### config.mk
export PLATFORM = sky130hd
export DESIGN_NAME = decode_insn_queue_flat
export DESIGN_NICKNAME = d
export VERILOG_FILES = /design/src/rtl/decode_insn_queue_pkg.sv /design/src/rtl/decode_insn_queue_if.sv /design/src/rtl/decode_insn_queue.sv /design/src/flat_wrapper.sv
export SDC_FILE = /design/constraint.sdc
export NUM_CORES = 1
export LEC_CHECK = 0
export BUFFER_PORTS_ARGS = -buffer_cell sky130_fd_sc_hd__buf_2
export CAP_MARGIN = 20
export CORE_MARGIN = 3
export CORE_UTILIZATION = 55
export DETAILED_ROUTE_END_ITERATION = 7
export PLACE_DENSITY = 0.76
export SKIP_CTS_REPAIR_TIMING = 1
export SLEW_MARGIN = 20
export SYNTH_ARGS = -nofsm -noshare
export SYNTH_HDL_FRONTEND = slang
export SYNTH_SLANG_ARGS = --single-unit
### constraint.sdc
create_clock -name clk -period 29.4 [get_ports clk]
set_clock_uncertainty 0.2 [all_clocks]
set_input_delay 5.88 -clock clk [delete_from_list [all_inputs] [get_ports clk]]
set_output_delay 5.88 -clock clk [all_outputs]
set_load 0.005 [all_outputs]
### src/rtl/decode_insn_queue_pkg.sv
// Shared fetch/decode types for the instruction queue between fetch and decode.
// Field widths come from the machine-wide M_WIDTH and LG_PHT_SZ macros.
`ifndef M_WIDTH
`define M_WIDTH 32
`endif
`ifndef LG_PHT_SZ
`define LG_PHT_SZ 10
`endif

package decode_insn_queue_pkg;

    localparam int M_W   = `M_WIDTH;
    localparam int PHT_W = `LG_PHT_SZ;

    typedef struct packed {
        logic [31:0]      insn;
        logic [M_W-1:0]   pc;
        logic             pred;
        logic [PHT_W-1:0] pht_idx;
        logic [M_W-1:0]   pred_target;
    } fetch_entry_t;

    function automatic int af_level(input int lg_q_sz);
        return (1 << lg_q_sz) - 2;
    endfunction

endpackage

### src/rtl/decode_insn_queue_if.sv
// Fetch-to-decode queue handshake bundle.
// slave = the queue itself, master = the fetch/decode side driving it.
interface decode_insn_queue_if #(
    parameter int LG_Q_SZ = 3,
    parameter int W       = decode_insn_queue_pkg::M_W
);
    localparam int PW = decode_insn_queue_pkg::PHT_W;

    logic             flush;
    logic             enq_valid;
    logic [31:0]      enq_insn;
    logic [W-1:0]     enq_pc;
    logic             enq_pred;
    logic [PW-1:0]    enq_pht_idx;
    logic [W-1:0]     enq_pred_target;
    logic             enq_ready;
    logic             almost_full;
    logic             deq_valid;
    logic             deq_ready;
    logic [31:0]      insn;
    logic [W-1:0]     pc;
    logic             insn_pred;
    logic [PW-1:0]    pht_idx;
    logic [W-1:0]     insn_pred_target;
    logic [LG_Q_SZ:0] occupancy;

    modport slave (
        input  flush, enq_valid, enq_insn, enq_pc, enq_pred,
        input  enq_pht_idx, enq_pred_target, deq_ready,
        output enq_ready, almost_full, deq_valid, insn, pc,
        output insn_pred, pht_idx, insn_pred_target, occupancy
    );

    modport master (
        output flush, enq_valid, enq_insn, enq_pc, enq_pred,
        output enq_pht_idx, enq_pred_target, deq_ready,
        input  enq_ready, almost_full, deq_valid, insn, pc,
        input  insn_pred, pht_idx, insn_pred_target, occupancy
    );

endinterface

### src/rtl/decode_insn_queue.sv
// Circular instruction buffer between fetch and decode_riscv.
// Head outputs come straight from registered storage; no enq-to-deq bypass.
module decode_insn_queue
    import decode_insn_queue_pkg::*;
#(
    parameter int LG_Q_SZ = 3,
    parameter int W       = M_W
) (
    input  logic clk,
    input  logic reset,
    decode_insn_queue_if.slave q
);

    localparam int Q_SZ = 1 << LG_Q_SZ;

    typedef logic [LG_Q_SZ:0] ptr_t;

    fetch_entry_t r_mem [Q_SZ];
    ptr_t         r_head;
    ptr_t         r_tail;

    logic         w_empty;
    logic         w_full;
    logic         w_push;
    logic         w_pop;
    ptr_t         w_occ;
    fetch_entry_t w_enq_e;
    fetch_entry_t w_head_e;

    always_comb begin
        w_empty = (r_head == r_tail);
        w_full  = (r_head[LG_Q_SZ-1:0] == r_tail[LG_Q_SZ-1:0])
               && (r_head[LG_Q_SZ] != r_tail[LG_Q_SZ]);
        // flush wins over both sides of the handshake
        w_push  = q.enq_valid && !w_full && !q.flush;
        w_pop   = q.deq_ready && !w_empty && !q.flush;
        w_occ   = r_tail - r_head;
    end

    always_comb begin
        w_enq_e             = '0;
        w_enq_e.insn        = q.enq_insn;
        w_enq_e.pc          = q.enq_pc;
        w_enq_e.pred        = q.enq_pred;
        w_enq_e.pht_idx     = q.enq_pht_idx;
        w_enq_e.pred_target = q.enq_pred_target;
    end

    always_ff @(posedge clk or posedge reset) begin
        if (reset) begin
            for (int i = 0; i < Q_SZ; i++) begin
                r_mem[i] <= '0;
            end
        end else if (w_push) begin
            r_mem[r_tail[LG_Q_SZ-1:0]] <= w_enq_e;
        end
    end

    always_ff @(posedge clk or posedge reset) begin
        if (reset) begin
            r_head <= '0;
            r_tail <= '0;
        end else if (q.flush) begin
            r_head <= '0;
            r_tail <= '0;
        end else begin
            if (w_push) begin
                r_tail <= r_tail + ptr_t'(1);
            end
            if (w_pop) begin
                r_head <= r_head + ptr_t'(1);
            end
        end
    end

    assign w_head_e = r_mem[r_head[LG_Q_SZ-1:0]];

    assign q.enq_ready        = !w_full;
    assign q.deq_valid        = !w_empty;
    assign q.occupancy        = w_occ;
    assign q.almost_full      = (w_occ >= ptr_t'(af_level(LG_Q_SZ)));
    assign q.insn             = w_head_e.insn;
    assign q.pc               = w_head_e.pc;
    assign q.insn_pred        = w_head_e.pred;
    assign q.pht_idx          = w_head_e.pht_idx;
    assign q.insn_pred_target = w_head_e.pred_target;

    a_fetch_proto: assert property (@(posedge clk) disable iff (reset)
        !(q.enq_valid && !q.enq_ready && !q.flush))
        else $error("fetch pushed into a full instruction queue");

    a_occ_bound: assert property (@(posedge clk) disable iff (reset)
        w_occ <= ptr_t'(Q_SZ))
        else $error("instruction queue occupancy out of range");

endmodule

### src/flat_wrapper.sv
// flat-port wrapper written by rule: the top's interface ports become plain ports
module decode_insn_queue_flat import decode_insn_queue_pkg::*;
#(
    parameter int LG_Q_SZ = 3,
    parameter int W       = M_W
)
  (clk, reset, q_flush, q_enq_valid, q_enq_insn, q_enq_pc, q_enq_pred, q_enq_pht_idx, q_enq_pred_target, q_deq_ready, q_enq_ready, q_almost_full, q_deq_valid, q_insn, q_pc, q_insn_pred, q_pht_idx, q_insn_pred_target, q_occupancy);
  decode_insn_queue_if #(.LG_Q_SZ(LG_Q_SZ), .W(W)) q_i ();
  input  logic clk;
  input  logic reset;
  input wire logic [$bits(q_i.flush)-1:0] q_flush;
  input wire logic [$bits(q_i.enq_valid)-1:0] q_enq_valid;
  input wire logic [$bits(q_i.enq_insn)-1:0] q_enq_insn;
  input wire logic [$bits(q_i.enq_pc)-1:0] q_enq_pc;
  input wire logic [$bits(q_i.enq_pred)-1:0] q_enq_pred;
  input wire logic [$bits(q_i.enq_pht_idx)-1:0] q_enq_pht_idx;
  input wire logic [$bits(q_i.enq_pred_target)-1:0] q_enq_pred_target;
  input wire logic [$bits(q_i.deq_ready)-1:0] q_deq_ready;
  output wire logic [$bits(q_i.enq_ready)-1:0] q_enq_ready;
  output wire logic [$bits(q_i.almost_full)-1:0] q_almost_full;
  output wire logic [$bits(q_i.deq_valid)-1:0] q_deq_valid;
  output wire logic [$bits(q_i.insn)-1:0] q_insn;
  output wire logic [$bits(q_i.pc)-1:0] q_pc;
  output wire logic [$bits(q_i.insn_pred)-1:0] q_insn_pred;
  output wire logic [$bits(q_i.pht_idx)-1:0] q_pht_idx;
  output wire logic [$bits(q_i.insn_pred_target)-1:0] q_insn_pred_target;
  output wire logic [$bits(q_i.occupancy)-1:0] q_occupancy;
  assign q_i.flush = q_flush;
  assign q_i.enq_valid = q_enq_valid;
  assign q_i.enq_insn = q_enq_insn;
  assign q_i.enq_pc = q_enq_pc;
  assign q_i.enq_pred = q_enq_pred;
  assign q_i.enq_pht_idx = q_enq_pht_idx;
  assign q_i.enq_pred_target = q_enq_pred_target;
  assign q_i.deq_ready = q_deq_ready;
  assign q_enq_ready = q_i.enq_ready;
  assign q_almost_full = q_i.almost_full;
  assign q_deq_valid = q_i.deq_valid;
  assign q_insn = q_i.insn;
  assign q_pc = q_i.pc;
  assign q_insn_pred = q_i.insn_pred;
  assign q_pht_idx = q_i.pht_idx;
  assign q_insn_pred_target = q_i.insn_pred_target;
  assign q_occupancy = q_i.occupancy;
  decode_insn_queue #(.LG_Q_SZ(LG_Q_SZ), .W(W)) u_core (.clk(clk), .reset(reset), .q(q_i));
endmodule
## Word level (Yosys, flattened, before mapping)

Index checks and enable logic that the tools add are counted.

| word-level totals | value |
|---|---|
| register bits after elaboration | 864 |
| latch bits | 0 |
| RAM bits | 0 |
| ROM bits | 0 |
| input bits | 112 |
| output and inout port bits | 114 |
| memories | 0 |

| cells by class | value |
|---|---|
| add/sub/neg operators | 3 |
| multipliers | 0 |
| div/mod/pow operators | 0 |
| order comparisons | 4 |
| equal/unequal tests | 3 |
| shifts and indexed selects | 0 |
| multiplexer cells | 10 |
| bitwise gates (word level) | 2 |
| reductions and logical operators | 11 |

Operator list:

| cell | number |
|---|---|
| $bwmux 856 | 1 |
| $bmux 107 s3 | 1 |
| $demux 107 s3 | 1 |
| $mux 107 | 3 |
| $mux 4 | 4 |
| $add 4x1->4 const B | 2 |
| $ge 4x4->1 const B | 2 |
| $not 3->4 | 2 |
| $logic_and 1x1->1 | 6 |
| $eq 4x4->1 | 1 |
| $ge 4x3->1 const B | 1 |
| $lt 4x1->1 const B | 1 |
| $reduce_bool 2->1 | 2 |
| $sub 4x4->4 | 1 |
| $eq 3x3->1 | 1 |
| $logic_not 1->1 | 3 |
| $ne 1x1->1 | 1 |

## Longest topological paths before layout

| logic depth | value |
|---|---|
| depth after elaboration | 7 |
| mapped depth | 11 |
| depth with buffers taken out | 6 |

## Least setup slack after synthesis

No wires, ideal clock.

| timing | value |
|---|---|
| kind | flip-flop to output port |
| from | reg u_core.r_head[1] |
| to | out q_almost_full |
| arrival time | 2.004 ns |
| data required time | 23.320 ns |
| slack | 21.316 ns |
| stages on the path, launching flop included | 9 |
| buffers on the path | 3 |
| path through | dfrtp_1 > clkbuf_1 > buf_2 > buf_1 > inv_1 > ha_1 > nand3b_1 > and3_1 > o21ai_0 |

| between the ends | value |
|---|---|
| longest elaborated chain between the ends | 2 |

Ends and longest elaborated chain:

| what | RTL line | source |
|---|---|---|
| from (decl) | decode_insn_queue.sv:19 | `ptr_t r_head;` |
| from (signal assigned) | decode_insn_queue.sv:71 | `r_head <= r_head + ptr_t'(1);` |
| $sub 4x4->4 | decode_insn_queue.sv:37 | `w_occ = r_tail - r_head;` |
| $ge 4x3->1 | decode_insn_queue.sv:81 | `assign q.almost_full = (w_occ >= ptr_t'(af_level(LG_Q_SZ)));` |
| to (decl) | flat_wrapper.sv:20 | `output wire logic [$bits(q_i.almost_full)-1:0] q_almost_full;` |

Every way passes these cells.

## Final worst setup path

| timing | value |
|---|---|
| from | reg u_core.r_head[0] |
| to | out q_insn_pred_target[0] |

| between the ends | value |
|---|---|
| longest elaborated chain between the ends | 4 |

Ends and longest elaborated chain:

| what | RTL line | source |
|---|---|---|
| $not 3->4 (implied by the code) | decode_insn_queue.sv:76 | `assign w_head_e = r_mem[r_head[LG_Q_SZ-1:0]];` |
| $bmux 107 s3 | decode_insn_queue.sv:76 |  |
| $mux 107 (implied by the code) (2 in a row) | decode_insn_queue.sv:76 |  |
| to (decl) | flat_wrapper.sv:26 | `output wire logic [$bits(q_i.insn_pred_target)-1:0] q_insn_pred_target;` |

Every way passes these cells. The select of a mux whose other input is x is not followed.

==> impl_metrics.py <==
metrics = {
    "power_and_ir_drop": {
        "ir_drop_uv": 54.5,
        "static-leakage-power_nw": 21.0,
        "p_per_area_nw_per_um2": 75.5,
    },
    "run": {
        "max_cap_viol_count": 0,
    },
    "critical_path": {
        "worstPathMaxFanout": 46,
        "max_stage_delay_ns": 1.04,
        "cp-end-kind": "output pin",
        "worst-path-buf-inv": 3,
        "cp.required_ns": 23.32,
        "reg2regPathDepth": 8,
        "crit_arrival_ns": 4.46,
        "crit_family": "buffers and inverters",
        "cp-start-kind": "flip-flop",
        "crit_chain": "buf_4, buf_4, mux4_2, nand2_1, nand2_1, buf_2",
        "slowest_stage": "dfrtp_4",
        "critical_path_class": "reg -> out",
        "path_depth": 6,
    },
    "synth": {
        "yosys.area.top_type_share": 0.558,
        "ys_seq_area_frac": 0.558,
        "synth_fa_ha_area_frac": 0.00213,
        "synthMuxAreaShare": 0.375,
        "netlist_area_um2": 38700,
        "yosys_warnings": 0,
        "synth-compound-area-share": 0.00471,
        "synth_area_leaders": "dfrtp_1, mux2_2, mux4_2, mux2_1, nand2_1",
        "syn_nets": 2613,
        "ys_types": 35,
        "synth_seq_cells": 864,
        "yosys.area.top_type": "dfrtp_1",
        "yosys.area_share.simple": 0.0353,
        "synth_cells": 2495,
        "synth_xor_area_frac": 0.000872,
        "synth_top_family_by_area": "multiplexers",
        "syn_avg_cell_area_um2": 15.5,
    },
    "floorplanning": {
        "pin_count": 226,
        "die_y_um": 271,
        "dieArea_um2": 73700,
        "initial_utilization": 0.560,
        "core_um2": 69200,
        "std_cell_rows": 96,
        "fp.dieW_um": 271,
    },
    "final_layout": {
        "seqCellArea_um2": 21600,
        "multi_input_area_um2": 16300,
        "fill_cells": 4951,
        "fin_cells": 3696,
        "drive_above_1_share": 0.499,
        "syn_to_final_growth_pct": 12.9,
        "fin_area_um2": 43800,
        "final_nets": 2802,
    },
    "global_routing": {
        "antenna_found_initial": 17,
        "grt_pass1_wl_mm": 141,
        "grt_max_degree": 156,
        "grtUsageTotal": 0.244,
        "grt_pass1_vias": 24504,
        "grt-ovfl-total": 0,
    },
    "routing": {
        "via_per_inst": 5.98,
        "drc": 0,
        "routed_wl_mm": 88.9,
        "antenna_left": 0,
        "routedWlPerCell_um": 24.0,
        "first_pass_iters": 5,
        "vias": 22095,
        "drt-initial-drc-count": 1318,
    },
    "sta": {
        "clock.fmax_mhz": 94.9,
        "slew_headroom": 0.238,
        "period_needed_ns": 10.54,
        "rsz0062_at_grt": "false",
        "maxSlewViolCount": 0,
        "report.final.hold_viol_count": 0,
        "period_share": 0.359,
        "finalSetupViolCount": 0,
        "fin_tns_setup_ns": 0,
        "worst_pin_slew_ns": 1.14,
    },
    "placed_design": {
        "place_hpwl_mm": 50.3,
        "port_buffers": 225,
        "placed_cells": 3521,
        "gp_congestion": 0.779,
        "placed_area_um2": 40500,
    },
    "hold_path": {
        "hold_depth": 1,
        "hp-class": "reg -> reg",
    },
    "cts": {
        "cts_root_buf": "clkbuf_16",
        "htreeDepth": 3,
        "clock_sinks": 864,
        "clk_pin_slew_ns": 0.06,
        "clockBufferDepth": 3,
        "tritoncts": "yes",
        "insertion_delay_ns": 0.62,
        "numCtsBuffers": 90,
    },
    "status": {
        "status": "complete, no violations",
    },
}
[power by group]
group          switching, mW  internal (mW)
clock network          0.459          0.732
registers              0.107           1.39
logic                  0.266          0.355
total                  0.831           2.47
[final timing paths]
check | start | to | slack [ns]
worst min register to register | u_core.r_mem[210] | u_core.r_mem[210] | 0.29
worst min-delay path | u_core.r_mem[210] | u_core.r_mem[210] | 0.29
max in group asynchronous | reset | u_core.r_mem[768] | 20.17
worst max-delay path | u_core.r_head[0] | q_insn_pred_target[0] | 18.86
worst max register to register | u_core.r_head[1] | u_core.r_mem[146] | 23.29
min in group asynchronous | reset | u_core.r_mem[596] | 5.13
[worst reg2reg max path, stage by stage (launching register included)]
cell and delay, ns:
dfrtp_4 0.57, buf_12 0.70, inv_1 0.35, ha_1 0.39
nand3_1 0.61, o211ai_4 1.04, buf_4 0.75, buf_4 0.90
mux2_2 0.50
[logic make-up (layout without fill, tap and decap cells)]
group / count (synthesis) / after routing
other: 0 / 12
buffers and inverters: 175 / 433
AO/OA/AOI/OAI: 21 / 21
XOR/XNOR: 3 / 3
multiplexers: 1076 / 1076
AND/OR/NAND/NOR: 350 / 350
adder cells (fa/ha/maj): 6 / 6
flip-flops: 864 / 864
[per-layer routing]
| metal | up-vias | track usage | part of all wire |
|---|---|---|---|
| li1 | 9496 | - | - |
| met1 | 12013 | 0.330 | 0.43 |
| met2 | 454 | 0.412 | 0.50 |
| met3 | 124 | 0.0461 | 0.050 |
| met4 | 8 | 0.0637 | 0.019 |
| met5 | - | 0 | 0.00050 |
[registers in the layout, indices dropped and copies added, names as in the netlist]
register	flops
u_core.r_head	4
u_core.r_mem	856
u_core.r_tail	4
[layout by cell type (no fill, tap or decap), types with 3 or more instances in the layout]
master	n
inv_1	6
buf_4	31
nor2b_1	5
a21oi_1	5
clkinvlp_4	4
o211ai_4	7
mux4_2	214
buf_2	225
clkinv_2	12
dfrtp_1	861
clkbuf_8	23
nor2_1	9
clkbuf_1	17
dfrtp_4	3
nand2_1	325
mux2_1	127
buf_6	4
diode_2	12
clkbuf_16	93
mux2_2	735
ha_1	5
bufinv_16	11
[stage by stage]
stage	hold WS, ns	total power [mW]	util	worst slack, ns
after floorplan	0.259	1.93	-	11.44
after global placement	0.268	2.10	0.586	19.22
after detailed placement	0.276	2.14	0.586	18.99
after CTS	0.290	3.33	0.631	18.62
after global routing	0.298	3.45	0.632	18.38
final	0.288	3.30	0.633	18.86
[Yosys cell counts]
cell / number
dfrtp_1: 864
mux2_2: 735
nand2_1: 325
mux4_2: 214
mux2_1: 127
buf_2: 86
clkbuf_1: 40
buf_4: 15
buf_6: 15
buf_1: 11
nor2_1: 9
inv_1: 7
o211ai_2: 7
a21oi_1: 5
ha_1: 5
nor2b_1: 5
a21boi_0: 2
and3_1: 2
nand4_1: 2
nor3b_2: 2
o2111ai_1: 2
o31ai_1: 2
and2_1: 1
and3b_1: 1
fa_1: 1
inv_2: 1
nand3_1: 1
nand3b_1: 1
nor3_1: 1
o211a_1: 1
o211ai_1: 1
o21ai_0: 1
xnor2_1: 1
xnor2_2: 1
xor2_1: 1
[cell type report]
type / instances / share of cell area
inverters: 8 / 0.000829
clock buffers: 133 / 0.0619
well taps: 931 / 0.0266
flip-flops and latches: 864 / 0.494
multi-input cells: 1456 / 0.372
clock inverters: 28 / 0.00984
diodes: 12 / 0.000686
repair buffers: 264 / 0.0343
Power figures use the tool's default switching activity.
